### src/rtl/stopwatch_ctrl.sv
// Stopwatch front-end control: button synchronise/debounce, IDLE/RUN/LAP/STOP
// sequencing, count-tick prescaler and the control strobes for the digit chain.
//
//  state | meaning
//  ------+-----------------------------------------------------------
//  IDLE  | stopped at zero, waiting for start
//  RUN   | counting, display follows the digits
//  LAP   | counting underneath, display latches frozen
//  STOP  | counting paused, partial tick kept in the prescaler
module stopwatch_ctrl #(
    parameter int DIV     = 500000,
    parameter int DEB_CYC = 1000
) (
    input  logic clk,
    input  logic reset_n,
    input  logic btn_ss,
    input  logic btn_lr,
    output logic ad,
    output logic stp,
    output logic clr,
    output logic lap_hold
);

    localparam logic [1:0] S_IDLE = 2'd0;
    localparam logic [1:0] S_RUN  = 2'd1;
    localparam logic [1:0] S_LAP  = 2'd2;
    localparam logic [1:0] S_STOP = 2'd3;

    localparam int PW = $clog2(DIV);
    localparam int CW = $clog2(DEB_CYC + 1);
    localparam logic [PW-1:0] PRE_LAST = PW'(DIV - 1);
    localparam logic [CW-1:0] DEB_LOAD = CW'(DEB_CYC - 1);

    // index 0 = start/stop, index 1 = lap/reset
    logic [1:0]    raw;
    logic [1:0]    sync1;
    logic [1:0]    sync2;
    logic [1:0]    deb;
    logic [1:0]    deb_d;
    logic [1:0]    armed;
    logic [1:0]    ev;
    logic [1:0]    fill;
    logic [CW-1:0] cnt [0:1];

    logic [1:0]    state;
    logic [1:0]    state_nx;
    logic          ev_ss;
    logic          ev_lr;
    logic          run_now;
    logic          run_nx;
    logic [PW-1:0] presc;

    assign raw   = {btn_lr, btn_ss};
    assign ev_ss = ev[0];
    assign ev_lr = ev[1];

    // Synchronise, debounce (down-counter to terminal count) and edge-detect
    // both buttons. A button only arms after the synchroniser has filled and
    // shown a confirmed low level, so a button held through reset is ignored
    // until it has been released once.
    always_ff @(posedge clk) begin
        if (!reset_n) begin
            sync1 <= '0;
            sync2 <= '0;
            deb   <= '0;
            deb_d <= '0;
            armed <= '0;
            ev    <= '0;
            fill  <= '0;
            for (int i = 0; i < 2; i++) begin
                cnt[i] <= '0;
            end
        end else begin
            sync1 <= raw;
            sync2 <= sync1;
            deb_d <= deb;
            fill  <= {fill[0], 1'b1};
            for (int i = 0; i < 2; i++) begin
                if (sync2[i] == deb[i]) begin
                    cnt[i] <= DEB_LOAD;
                end else if (cnt[i] == '0) begin
                    deb[i] <= sync2[i];
                    cnt[i] <= DEB_LOAD;
                end else begin
                    cnt[i] <= cnt[i] - 1'b1;
                end
                if (fill[1] && !sync2[i] && !deb[i]) begin
                    armed[i] <= 1'b1;
                end
                ev[i] <= deb[i] & ~deb_d[i] & armed[i];
            end
        end
    end

    // Next-state decode; start/stop takes priority over lap/reset.
    always_comb begin
        state_nx = state;
        case (state)
            S_IDLE: begin
                if (ev_ss) state_nx = S_RUN;
            end
            S_RUN: begin
                if (ev_ss)      state_nx = S_STOP;
                else if (ev_lr) state_nx = S_LAP;
            end
            S_LAP: begin
                if (ev_ss)      state_nx = S_STOP;
                else if (ev_lr) state_nx = S_RUN;
            end
            S_STOP: begin
                if (ev_ss)      state_nx = S_RUN;
                else if (ev_lr) state_nx = S_IDLE;
            end
            default: state_nx = S_IDLE;
        endcase
    end

    assign run_now = (state == S_RUN) || (state == S_LAP);
    assign run_nx  = (state_nx == S_RUN) || (state_nx == S_LAP);

    // State register with registered status outputs and the clear strobe.
    always_ff @(posedge clk) begin
        if (!reset_n) begin
            state    <= S_IDLE;
            stp      <= 1'b1;
            lap_hold <= 1'b0;
            clr      <= 1'b0;
        end else begin
            state    <= state_nx;
            stp      <= (state_nx == S_IDLE) || (state_nx == S_STOP);
            lap_hold <= (state_nx == S_LAP);
            clr      <= (state == S_STOP) && (state_nx == S_IDLE);
        end
    end

    // Tick prescaler: advances while the current state is counting; the
    // tick is suppressed if the machine leaves RUN/LAP on the wrap edge.
    always_ff @(posedge clk) begin
        if (!reset_n) begin
            presc <= '0;
            ad    <= 1'b0;
        end else begin
            ad <= 1'b0;
            if (state_nx == S_IDLE) begin
                presc <= '0;
            end else if (run_now) begin
                if (presc == PRE_LAST) begin
                    presc <= '0;
                    ad    <= run_nx;
                end else begin
                    presc <= presc + 1'b1;
                end
            end
        end
    end

endmodule

### config.mk
export PLATFORM = sky130hd
export DESIGN_NAME = stopwatch_ctrl
export DESIGN_NICKNAME = d
export VERILOG_FILES = /design/src/rtl/stopwatch_ctrl.sv
export SDC_FILE = /design/constraint.sdc
export NUM_CORES = 1
export LEC_CHECK = 0
export CAP_MARGIN = 20
export CORE_UTILIZATION = 54
export DETAILED_ROUTE_END_ITERATION = 10
export MAX_ROUTING_LAYER = met4
export PLACE_DENSITY = 0.79
export SYNTH_ARGS = -nofsm -noshare
export SYNTH_HDL_FRONTEND = slang
export SYNTH_SLANG_ARGS = --single-unit
### constraint.sdc
create_clock -name clk -period 2.2 [get_ports clk]
set_input_delay 0.33 -clock clk [delete_from_list [all_inputs] [get_ports clk]]
set_output_delay 0.33 -clock clk [all_outputs]
set_load 0.02 [all_outputs]
Word level (Yosys, flattened, before mapping):

Memory sizes are Yosys's and may differ from the RTL's.
Index checks and enable logic that the tools add are counted.

* bits in read-only memories: 0
* memories: 1
* RAM bits: 20
* bits of input ports: 4
* latch bits: 0
* logic and storage cells: 105
* register bits: 39

Memory list
* cnt: words 2, width 10, rd ports 2, clocked after memory_dff 0, wr ports 2, line 43 `logic [CW-1:0] cnt [0:1];`

* equal/unequal tests: 9
* $lt $le $gt $ge: 0
* mux-type cells: 39
* $mul: 0
* div/mod/pow operators: 0
* shifts and indexed selects: 0
* bitwise gates (word level): 17
* reductions and logical operators: 20
* add/subtract/negate cells: 3

Operators by type and width (number)
* $mux W10: 6
* $mux W1: 24
* $logic_not A10 Y1: 2
* $sub A10 B1 Y10 const B: 2
* $add A19 B1 Y19 const B: 1
* $eq A19 B19 Y1 const B: 1
* $mux W19: 1
* $mux W2: 7
* $eq A2 B2 Y1 const B: 4
* $pmux W2 S4: 1
* $not A1 Y1: 7
* $or A1 B1 Y1: 6
* $logic_and A1 B1 Y1: 5
* $and A1 B1 Y1: 4
* $eq A2 B1 Y1 const B: 2
* $logic_not A1 Y1: 4
* $logic_not A2 Y1: 2
* $reduce_and A2 Y1: 2
* $reduce_or A4 Y1: 1
* $logic_or A1 B1 Y1: 3
* $eq A1 B1 Y1: 2
* $reduce_or A2 Y1: 1

Longest topological paths before layout:

Gate-level depths: netlist of run 1.
An unclocked memory read counts as a cell.

* depth after elaboration: 8
* mapped depth: 10
* depth with buffers taken out: 9

Least setup slack after synthesis of run 1:

Ideal clock, no wire load.

* path kind: reg2reg
* start: memory cnt[1][0] (netlist name)
* end: memory cnt[1][4] (netlist name), data pin
* data required time: 1938 ps
* stages on the path, launching flop included: 7
* arrival time: 1913 ps
* buffers on the path: 0
* path slack: 25 ps
* cells stage by stage: edfxtp_1 > inv_1 > ha_1 > or4b_2 > nor3_1 > nor2_1 > a21boi_0

RTL lines (line)
* start, declared: 43

Final worst setup path of run 1:

* start: register presc[6]
* end: register presc[18]

* longest elaborated chain between the ends: 2
* elaborated cells between the ends (all ways): 3
* classes of those cells: add/sub: 1; eq/ne: 1; mux: 1

Ends and longest elaborated chain
* start, declared: line 51 `logic [PW-1:0] presc;`
* start signal, assigned: line 151 `presc <= presc + 1'b1;`
* $add A19 B1 Y19 / $eq A19 B19 Y1 (equally long branches): line 151, 147
* $mux W19 (*): line 147 `if (presc == PRE_LAST) begin`

Mark *: on every way between the ends. The rest lies on a longest branch, timed or not.
A chain may end at the register's enable or synchronous reset.

==> results_dict.tcl, run 1 <==
set metrics [dict create \
    status "complete, no violations" \
    vias 2029 \
    avgSynthCellArea_um2 10.1 \
    layout_min_cycle_time_ns 2.10 \
    drive_gt1_share_pct 10.5 \
    timing.fmax_mhz 475 \
    pwr-share-clk_pct 40.4 \
    reg2reg_depth 5 \
    power.share.sequential_pct 55.3 \
    grt_pass1_vias 1873 \
    flow.area_growth_from_synthesis_pct 18.7 \
    worstPathMaxFanout 16 \
    boundaryPins 8 \
    max_stage_delay_ns 0.59 \
    rsz0062_at_grt "no" \
    swShare_pct 21.8 \
    start_kind "flop" \
    setup_violations 0 \
    timing.rr.start "presc[6]" \
    cp-end-kind "flop" \
    core.rowCount 25 \
    grt_pass1_wl_mm 8.16 \
    p_int_mw 1.67 \
    met2_usage_pct 32.5 \
    hold_viol_final 0 \
    die-area_um2 5240 \
    vdd_ir_drop_max_mv 0.359 \
    maxCapViolCount 0 \
    clkTransAtPathRegs_ns 0.07 \
    ys_warn_count 0 \
    ys_ff_latch 59 \
    cts_sinks 59 \
    slew_headroom_pct 65.6 \
    cp-startpoint "presc[6]" \
    fin_crit_sh_pct 95.7 \
    slowest_stage "or4_4" \
    grt_usage_pct 21.1 \
    grtUsageMet1_pct 26.4 \
    post-cts-setup-buffers 0 \
    placed_area_um2 2990 \
    cts_root_buf "clkbuf_8" \
    async_reset_ff_share_pct 0 \
    clk_latency_ns 0.33 \
    io_buffers 7 \
    skew_ns 0.00576 \
    grt_max_degree 17 \
    synth-edff-count 20 \
    ys_types 38 \
    setup_tns_ns 0 \
    cts_buffer_depth 2 \
    wire_per_inst_um 12.5 \
    grt_overflow_total 0 \
    synthCells 264 \
    cts_buffers 9 \
    initial_utilization_pct 56.3 \
    power.density_nw_per_um2 672 \
    synth_flop_cell "dfxtp_1" \
    dpl.hpwl_mm 3.30 \
    drtIter0Drc 134 \
    ant_nets 0 \
    ctsHoldBuffers 0 \
    cts_tree "done" \
    worstSetupPathType "flop to flop" \
    combPwrFrac_pct 4.3 \
    worstMarginPinSlew_ns 0.514 \
    cts-htree-levels 3 \
    grt.busiest_layer "met2" \
    hold_depth 1 \
    drt_drc_violations_left 0 \
    chipHeight_um 72.4 \
    power.switching_mw 0.467 \
    leakage_nw 1.15 \
    totalWireLength_mm 4.77 \
    fin_area_um2 3180 \
    cp_data_required_time_ns 2.41 \
    n_antenna_cell 0 \
    antenna_found_initial 0 \
    worstPathCellList "or4b_1 -> or4_4 -> o311ai_4 -> buf_12 -> a21oi_1" \
    grt_util_met3_pct 5.83 \
    yosysSeqAreaShare_pct 51.6 \
    place.gp.congestion 0.816 \
    hold_start "fill[0]" \
    fin_util_pct 66.8 \
    arrival_ns 2.31 \
    hold_path.class "flop to flop" \
    nets 324 \
    drtPass1Iterations 4 \
    synth_area_um2 2680 \
    viasPerCell 5.31 \
    cts_resized 0 \
    drv_slew 0 \
    core_area_um2 4750 \
    fp.dieW_um 72.4 \
]
-- logic make-up (layout without fill, tap and decap cells) --
kind of cell             count (synthesis)  after routing  share of synthesized area, %
buffers and inverters                   17             49                          2.66
adder cells (fa/ha/maj)                 10             10                          4.67
AND/OR/NAND/NOR                        106            106                          21.3
XOR/XNOR                                27             27                          8.83
other                                    1             20                         0.140
multiplexers                             3              3                          1.12
flip-flops                              59             59                          51.6
AO/OA/AOI/OAI                           41             41                          9.67
-- flip-flops by register name, indices dropped and copies added, names as in the netlist --
name	flops
armed	2
sync2	2
deb_d	2
lap_hold	1
state	2
presc	19
ad	1
ev	2
clr	1
cnt	20
fill	2
sync1	2
deb	2
stp	1
-- critical path, delay by kind of cell, from the launching register on --
kind | cells | cell delay [ns]
compound gates | 2 | 0.31
flops | 1 | 0.34
buf+inv | 1 | 0.18
simple gates | 2 | 1.16
-- cells in the mapped netlist (all sizes together), types with 6 or more instances --
cell	instances	area share, %
xor2	7	2.3
inv	12	1.7
a21oi	24	4.5
ha	10	4.7
nor2	31	4.3
and2	9	2.1
nand3	8	1.5
nand2	14	2.0
o31ai	6	1.7
or4	9	2.7
edfxtp	20	22
xnor2	20	6.5
nor4	9	2.1
dfxtp	39	29
-- metrics by stage --
| stage | power [mW] | setup WS [ns] | hold slack [ns] | std cells |
|---|---|---|---|---|
| 4_1_cts | 2.16 | 0.0635 | 0.438 | 382 |
| 6_report | 2.14 | 0.0952 | 0.436 | 382 |
| 2_1_floorplan | 1.26 | 0.0254 | 0.358 | 283 |
| 5_1_grt | 2.21 | 0.00132 | 0.453 | 382 |
| 3_3_place_gp | 1.29 | 0.124 | 0.414 | 366 |
| 3_5_place_dp | 1.29 | 0.0844 | 0.423 | 366 |
-- metal layers --
metal | wire, µm | share of wire (%)
met5 | 0 | 0
met4 | 65 | 1.4
met3 | 126 | 2.6
met2 | 2220 | 47
met1 | 2360 | 49
-- final timing paths --
kind	to	slack (ns)
worst max-delay path	presc[18]	0.1
worst min-delay path	fill[1]	0.44
worst max register to register	presc[18]	0.1
worst min register to register	fill[1]	0.44
-- cells in the final DEF (no fill, tap or decap), drive strengths merged, types with 4 or more instances in the layout --
cell           Yosys  routed
nand3              8       8
clkbuf             4      14
conb               1      20
and2               9       9
nor2              31      31
clkdlybuf4s50      0       7
nor4               9       9
or3                4       4
or4                9       9
dfxtp             39      39
xor2               7       7
inv               12      12
nand2             14      14
xnor2             20      20
ha                10      10
o31ai              6       6
nor3               5       5
buf                1      14
a21oi             24      24
edfxtp            20      20
-- cell type report --
type | instances | area (µm²)
fillers | 384 | 1580
well taps | 67 | 83.8
repair buffers | 21 | 188
clock inverters | 2 | 10.0
inverters | 12 | 45.0
clock buffers | 14 | 163
flip-flops and latches | 59 | 1380
multi-input cells | 207 | 1310
-- power by group through the flow --
stage          logic (mW)  registers (mW)  clock network (mW)
4_1_cts            0.0899            1.18               0.884
6_report           0.0911            1.18               0.864
3_3_place_gp       0.0864            1.20                   0
5_1_grt             0.103            1.19               0.923
3_5_place_dp       0.0887            1.21                   0
2_1_floorplan      0.0589            1.20                   0
Power figures use the tool's default switching activity.
==> inputs of run 2 (changes only) <==
- PLACE_DENSITY: 0.79 -> 0.75
==> run 2 against run 1 <==
Effect of this change: die area unchanged; clock power is 24% higher; final cell count shrank 0.26%; critical endpoint unchanged; largest power group unchanged.
==> results_dict.tcl, run 2 (synthesis gave the netlist of run 1 again) <==
set metrics [dict create \
    status "complete, no violations" \
    cts-htree-levels 3 \
    ant_nets 0 \
    maxCapViolCount 0 \
    post-cts-setup-buffers 0 \
    drtIter0Drc 84 \
    fin_area_um2 3210 \
    n_antenna_cell 0 \
    grt_pass1_vias 1893 \
    worstSetupPathType "flop to flop" \
    wire_per_inst_um 12.1 \
    path_buf_inv 1 \
    layout_common_cells "38 x dfxtp_1, 31 x nor2_1, 24 x a21oi_1" \
    cts_buffers 9 \
    grt_overflow_total 0 \
    fp.dieW_um 72.4 \
    drv_slew 0 \
    antenna_found_initial 0 \
    cts_root_buf "clkbuf_8" \
    hold_depth 1 \
    timing.rr.start "state[1]" \
    hold_path.class "flop to flop" \
    finalPower_mw 2.34 \
    start_kind "flop" \
    fin_util_pct 67.5 \
    hold_start "sync1[0]" \
    clk_latency_ns 0.34 \
    placed_area_um2 2970 \
    cp-end-kind "flop" \
    reg2reg_depth 6 \
    nets 323 \
    viasPerCell 5.14 \
    skew_ns 0.00388 \
    die-area_um2 5240 \
    core_area_um2 4750 \
    grt_max_degree 15 \
    grt_pass1_wl_mm 8.02 \
    setup_tns_ns 0 \
    initial_utilization_pct 56.3 \
    timing.fmax_mhz 472 \
    cp_data_required_time_ns 2.47 \
    cp_top_family "simple AND/OR/NAND/NOR gates" \
    setup_violations 0 \
    max_stage_delay_ns 0.50 \
    totalWireLength_mm 4.62 \
    layout_commonest_cell "dfxtp_1" \
    layout_min_cycle_time_ns 2.12 \
    hold_viol_final 0 \
    worstPathMaxFanout 7 \
    cts_buffer_depth 2 \
    timing.reg2reg.setup_slack_ns 0.08 \
    grt_usage_pct 21.0 \
    worstPathCellList "inv_1 -> ha_2 -> nand3_1 -> or3_4 -> or4_1 -> a21oi_1" \
    flow.area_growth_from_synthesis_pct 19.9 \
    leakage_nw 1.16 \
    fin_crit_sh_pct 96.4 \
    cts_sinks 59 \
    vias 1958 \
    core.rowCount 25 \
    drtPass1Iterations 5 \
    vdd_ir_drop_max_mv 0.524 \
    min_to "sync2[0]" \
    pre_cts_slack_ns 0.0532 \
    slowest_stage "or4_1" \
    largest_reg_flops 20 \
    cts_tree "done" \
    dpl.hpwl_mm 3.28 \
    power.density_nw_per_um2 728 \
    drt_drc_violations_left 0 \
    arrival_ns 2.39 \
    place.gp.congestion 0.823 \
    chipHeight_um 72.4 \
    io_buffers 7 \
    clkTransAtPathRegs_ns 0.06 \
    boundaryPins 8 \
    top_register "cnt" \
    drive_gt1_share_pct 11.5 \
    setup_ws_ns 0.0799 \
    rr_endpoint "presc[18]" \
    top_regs "cnt (20), presc (19)" \
]
run 2: worst max path at each step:
stage	start	end	slack [ns]	cells past startpoint
2_1_floorplan	cnt[1][0]	cnt[1][4]	0.03	6
3_3_place_gp	state[0]	presc[18]	0.10	6
3_5_place_dp	state[1]	presc[18]	0.05	6
4_1_cts	state[0]	presc[18]	0.04	6
5_1_grt	state[1]	presc[18]	-0.02	6
6_report	state[1]	presc[18]	0.08	6
run 2: final cells by class:
cell class	count	area (µm²)
fillers	392	1540
flip-flops and latches	59	1380
multi-input cells	207	1310
clock buffers	12	176
repair buffers	20	168
well taps	67	83.8
clock inverters	4	45.0
inverters	12	45.0
run 2: worst reg2reg max path, delay by kind of cell, from the launching register on:
kind | cells | cell delay [ns]
flops | 1 | 0.39
buf+inv | 1 | 0.08
simple gates | 3 | 1.05
fa+ha+maj | 1 | 0.39
compound gates | 1 | 0.14
run 2: power breakdown:
| part | leakage (nW) | switching, mW | internal (mW) |
|---|---|---|---|
| Sequential | 0.515 | 0.0226 | 1.16 |
| Clock | 0.117 | 0.424 | 0.647 |
| Combinational | 0.528 | 0.0437 | 0.0393 |
| Total | 1.16 | 0.490 | 1.85 |
run 2: layer usage:
metal	share of wire, %	global-route usage, %	vias up	wire [µm]
li1	-	-	1014	-
met1	47	24.1	915	2150
met2	49	33.1	17	2240
met3	2.1	5.42	12	96
met4	2.8	12.4	0	130
met5	0	-	-	0
run 2: timing repair:
| item | 4_1_cts | 5_1_grt |
|---|---|---|
| gates resized for setup | 0 | 4 |
| hold buffers | 0 | 0 |
| setup endpoints to repair | 0 | 13 |
run 2: metrics by stage:
| step | cells | hold WS [ns] |
|---|---|---|
| 5_1_grt | 381 | 0.444 |
| 3_3_place_gp | 365 | 0.417 |
| 2_1_floorplan | 283 | 0.358 |
| 3_5_place_dp | 365 | 0.420 |
| 6_report | 381 | 0.430 |
| 4_1_cts | 381 | 0.436 |
==> inputs of run 3 (changes only) <==
- CORE_MARGIN: default -> 2
==> run 3 against run 2 <==
Effect of this change: via count is 0.10% lower; register-to-register slack hardly changed; critical path depth is 1 lower; die area is 5.6% higher.
==> results_dict.tcl, run 3 (synthesis gave the netlist of run 1 again) <==
set metrics [dict create \
    totalWireLength_mm 4.74 \
    layout_min_cycle_time_ns 2.11 \
    placed_cells 364 \
    skew_ns 0.00508 \
    power.switching_mw 0.488 \
    fin_area_um2 3220 \
    top_regs "cnt (20), presc (19)" \
    boundaryPins 8 \
    worstPathMaxFanout 15 \
    power.share.sequential_pct 50.4 \
    vdd_ir_drop_max_mv 0.418 \
    worstPathCellList "or4b_1 -> or4_4 -> o311ai_4 -> buf_12 -> a21oi_1" \
    io_buffers 7 \
    timing.fmax_mhz 475 \
    pwr-share-clk_pct 45.8 \
    combPwrFrac_pct 3.8 \
    clkTransAtPathRegs_ns 0.07 \
    met2_usage_pct 33.8 \
    path_buf_inv 1 \
    start_kind "flop" \
    cts_tree "done" \
    power.density_nw_per_um2 730 \
    nets 322 \
    drt_drc_violations_left 0 \
    top_register "cnt" \
    fin_crit_sh_pct 95.7 \
    layout_common_cells "39 x dfxtp_1, 31 x nor2_1, 24 x a21oi_1" \
    chipHeight_um 74.4 \
    placed_area_um2 2980 \
    grt_pass1_vias 1969 \
    setup_tns_ns 0 \
    clk_latency_ns 0.34 \
    post-cts-setup-buffers 0 \
    fin_util_pct 67.6 \
    arrival_ns 2.32 \
    antenna_found_initial 0 \
    drv_slew 0 \
    status "complete, no violations" \
    ant_nets 0 \
    hold_viol_final 0 \
    hold_path.class "flop to flop" \
    seqCellArea_um2 1380 \
    grt.busiest_layer "met2" \
    flow.area_growth_from_synthesis_pct 20.1 \
    wire_per_inst_um 12.5 \
    cp_top_family "simple AND/OR/NAND/NOR gates" \
    setup_violations 0 \
    rsz0062_at_grt "no" \
    vias 1956 \
    dpl.hpwl_mm 3.47 \
    grt_usage_pct 21.2 \
    grt_pass1_wl_mm 8.42 \
    layout_commonest_cell "dfxtp_1" \
    cts_sinks 59 \
    multi_input_area_um2 1320 \
    swShare_pct 20.8 \
    final_cells 380 \
    cts_root_buf "clkbuf_8" \
    largest_reg_flops 20 \
    die-area_um2 5540 \
    core.rowCount 25 \
    maxCapViolCount 0 \
    cts-htree-levels 3 \
    grt_util_met3_pct 7.86 \
    max_stage_delay_ns 0.58 \
    drive_gt1_share_pct 10.5 \
    fillCellCount 382 \
    core_area_um2 4750 \
    n_antenna_cell 0 \
    fp.dieW_um 74.4 \
    cts_buffer_depth 2 \
    worstSetupPathType "flop to flop" \
    p_int_mw 1.86 \
    leakage_nw 1.16 \
    slowest_stage "or4_4" \
    grtUsageMet1_pct 23.8 \
    viasPerCell 5.15 \
    grt_overflow_total 0 \
    pre_cts_slack_ns 0.0338 \
    setup_ws_ns 0.0938 \
    initial_utilization_pct 56.3 \
    grt_max_degree 16 \
    cts_buffers 9 \
    drtIter0Drc 106 \
    drtPass1Iterations 4 \
    place.gp.congestion 0.783 \
    cp-end-kind "flop" \
    cp_data_required_time_ns 2.41 \
]
-- run 3: final cells by class --
cell class                      instances  share of cell area, %
Tap cell                               67                   2.61
Clock buffer                           10                   4.28
Sequential cell                        59                   43.0
Inverter                               12                   1.40
Clock inverter                          6                   2.45
Multi-Input combinational cell        207                   40.9
Timing Repair Buffer                   19                   5.37
-- run 3: path summary, 6_finish.rpt --
kind | startpoint | end | slack, ns | cells after the start
max | presc[6] | presc[16] | 0.09 | 5
min | sync1[1] | sync2[1] | 0.43 | 1
max reg2reg | presc[6] | presc[16] | 0.09 | 5
min reg2reg | sync1[1] | sync2[1] | 0.43 | 1
-- run 3: metrics by stage --
step	total power [mW]	hold WS (ns)
floorplan	1.26	0.358
global placement	1.29	0.415
detailed placement	1.29	0.419
CTS	2.37	0.431
global route	2.43	0.453
finish	2.35	0.426
-- run 3: metal layers --
layer / share of wire [%] / up-vias
li1: - / 1018
met1: 44 / 911
met2: 51 / 17
met3: 2.9 / 10
met4: 2.3 / 0
met5: 0 / -
-- run 3: power groups by stage --
stage	Combinational, mW	Clock, mW	Sequential, mW
after CTS	0.0886	1.10	1.18
after global placement	0.0844	0	1.20
after global routing	0.102	1.15	1.19
after detailed placement	0.0880	0	1.21
final	0.0891	1.08	1.18
after floorplan	0.0589	0	1.20
-- run 3: what timing repair did --
item	CTS	global route
endpoints found under the setup margin	0	22
hold buffers	0	0
resized for setup	0	4
==> RTL change 1, RTL diff (config.mk and constraints of run 3) <==
Set the parameter `DIV` to 250000 (it was 500000).
--- a/src/rtl/stopwatch_ctrl.sv
+++ b/src/rtl/stopwatch_ctrl.sv
@@ -8,7 +8,7 @@
 //  LAP   | counting underneath, display latches frozen
 //  STOP  | counting paused, partial tick kept in the prescaler
 module stopwatch_ctrl #(
-    parameter int DIV     = 500000,
+    parameter int DIV     = 250000,
     parameter int DEB_CYC = 1000
 ) (
     input  logic clk,
Formal check against the unedited RTL: same outputs for any inputs over 10 cycles, from zero or initial values and one cycle with reset_n low; that may be too few to reach the edited logic, so the function may still have changed.
==> RTL change 1 against run 3 <==
Wire length fell by 8.2%; highest routed layer unchanged; critical endpoint is now presc[11]; global-route usage down 3.4 points; power fell by 7.7%; sequential cell count fell by 1; setup slack better by 0.12 ns; cell area grew 0.54%; area after synthesis grew 5.2%.
==> RTL change 1: results <==
[placement]
dp_slack_ns = 0.1630
gp_congestion = 0.8131
dp.cells = 362
place.detailed.hpwl_um = 3212

[layout]
n_fill_cell = 432
largestRegisters = cnt x20, presc x18
drive_above_1_share = 0.1201

[routing]
wirelength_um = 4352
initialDrtViolationCount = 99
via_per_inst = 5.042
wl_per_cell_um = 11.51

[worst_setup_path]
setup.worst_path.end = presc[11]
reg2reg_slack_ns = 0.22
crit_fanout = 9
arrival_ns = 2.22

[yosys]
synth.area.top_cells = dfxtp_1 27%, edfxtp_1 21%, xnor2_1 5.6%
synth.distinct_cells = 42
synth_xor_area_frac = 0.09947
synth-compound-area-share = 0.08526
muxShareOfSynthArea = 0.01066
yosysSeqAreaShare = 0.4831

[global_route]
grt_use_total = 0.1772
grt_max_degree = 17
grt_pass1_vias = 1831
met1_usage = 0.2089

[sta]
clock.fmax_ghz = 0.5038

[pwr]
power_leakage_uw = 0.001203
irDropWorstVdd_v = 0.0003846

[status]
status = complete, no violations
## RTL change 1: where the power goes
part	switching (uW)	total [uW]	leakage [uW]	internal (uW)
logic	42.1	84.9	0.000603	42.9
clock network	407	915	0.0000939	508
registers	23.5	1170	0.000506	1140
total	472	2160	0.00120	1690
## RTL change 1: cell families after synthesis
kind of cell,count (synthesis)
and+or+nand+nor,113
DFF,58
AOI/OAI and AO/OA,32
xor gates and xnor gates,32
buffers and inverters,19
adders and majority gates,10
muxes,3
other,1
## RTL change 1: layout make-up
type                            instances  area, um2  area share
Inverter                               11      41.29     0.01277
Multi-Input combinational cell        210       1444      0.4466
Clock buffer                            9      123.9     0.03831
Timing Repair Buffer                   13      115.1     0.03560
Clock inverter                          7      60.06     0.01858
Tap cell                               70      87.58     0.02709
Sequential cell                        58       1361      0.4211
## RTL change 1: critical path, stage by stage, from the launching register on
cell and delay (ns):
dfxtp_1 0.37, inv_1 0.10, ha_1 0.22, nor2_1 0.19, a21oi_1 0.09, o21ai_0 0.19
and2_1 0.15, ha_1 0.18, nor2b_2 0.07, o31ai_4 0.06, buf_4 0.20, nor2_1 0.06
## RTL change 1: worst min path at each step
stage	from	endpoint	slack [ns]
final	fill[0]	fill[1]	0.43
after global routing	fill[0]	fill[1]	0.45
after CTS	fill[0]	fill[1]	0.44
after detailed placement	sync1[1]	sync2[1]	0.42
after global placement	fill[0]	fill[1]	0.42
after floorplan	reset_n	fill[0]	0.36
## RTL change 1: per-layer routing
layer,vias up,part of all wire,wire (um)
li1,990,-,-
met1,874,0.47,2058
met2,26,0.46,1998
met3,16,0.029,128
met4,0,0.038,167
met5,-,0,0
==> RTL change 2, RTL diff (flow settings as in run 3) <==
Made on the original files. Add an input register stage for `btn_ss` and `btn_lr`; this delays them by one clock.
--- a/src/rtl/stopwatch_ctrl.sv
+++ b/src/rtl/stopwatch_ctrl.sv
@@ -31,6 +31,14 @@
     localparam logic [PW-1:0] PRE_LAST = PW'(DIV - 1);
     localparam logic [CW-1:0] DEB_LOAD = CW'(DEB_CYC - 1);
 
+    logic btn_ss_q;
+    logic btn_lr_q;
+
+    always_ff @(posedge clk) begin
+        btn_ss_q <= btn_ss;
+        btn_lr_q <= btn_lr;
+    end
+
     // index 0 = start/stop, index 1 = lap/reset
     logic [1:0]    raw;
     logic [1:0]    sync1;
@@ -50,7 +58,7 @@
     logic          run_nx;
     logic [PW-1:0] presc;
 
-    assign raw   = {btn_lr, btn_ss};
+    assign raw   = {btn_lr_q, btn_ss_q};
     assign ev_ss = ev[0];
     assign ev_lr = ev[1];
 
Behaviour: same outputs for any inputs over 10 cycles, from zero or initial values and one cycle with reset_n low; that may be too few to reach the edited logic, so the function may still have changed.
==> RTL change 2 against run 3 <==
First-iteration DRC count is 6.6% lower; wire length shrank 2.7%; combinational power fell by 7.9%; cell area grew 0.78%; critical endpoint is now cnt[1][4]; core utilization increased by 0.081 points; clock skew rose by 0.0069 ns; count of clock-buffer cells in the layout is 4 higher; setup slack lost 0.0038 ns; critical path type unchanged; sequential cell count grew 2; critical path depth increased by 1; via count increased by 0.87%; area after synthesis increased by 1.5%; power grew 3.1%.
==> RTL change 2: results <==
[worst_setup_path]
r2r_start = cnt[1][0]
worstRegToRegCells = 6
arrival_ns = 2.19
r2r_end = cnt[1][4]

[placement]
gp_congestion = 0.8830
dpl_cell_area_um2 = 2992
place.detailed.hpwl_um = 3254

[yosys]
muxShareOfSynthArea = 0.01105
yosys.area_share.adder = 0.04604
synth-compound-area-share = 0.09530
yosysSeqAreaShare = 0.5230
synth_xor_area_frac = 0.08702

[status]
status = complete, no violations

[pwr]
irDropWorstVdd_v = 0.0003916
power_leakage_uw = 0.001164

[routing]
num_vias = 1973
wl_per_cell_um = 12.14
via_per_inst = 5.192

[global_route]
grt_use_total = 0.2038
grt_pass1_wl_um = 8162
use_met3 = 0.05622
grt_pass1_vias = 1885
met1_usage = 0.2500
grtUsageMet2 = 0.2973

[sta]
finalCritPeriodShare = 0.9591
hold_slack_ns = 0.4332

[clock_tree]
cts_resized = 1
## RTL change 2: cell types whose count changed after synthesis, sizes merged
cell | before | now
dfxtp | 39 | 41
## RTL change 2: where the power goes
part	total (uW)	internal (uW)	switching (uW)
Clock	1120	686	430
Combinational	82.1	38.1	44.0
Sequential	1220	1200	23.6
## RTL change 2: area by class of cell
cell class / instances / area, um2
Multi-Input combinational cell: 207 / 1309
Timing Repair Buffer: 17 / 148.9
Clock inverter: 2 / 36.28
Inverter: 12 / 45.04
Sequential cell: 61 / 1424
Clock buffer: 14 / 193.9
Fill cell: 384 / 1545
Tap cell: 67 / 83.83
## RTL change 2: layer usage
metal	vias to the layer above	share of wire
met1	928	0.49
li1	1012	-
met5	-	0
met3	10	0.027
met2	23	0.46
met4	0	0.022
## RTL change 2: critical path: stages (launching register included)
cell and delay (ns):
edfxtp_1 0.43, inv_1 0.08, ha_1 0.19, or4b_2 0.66, nor3_2 0.24, nor2_2 0.11, a21boi_0 0.14
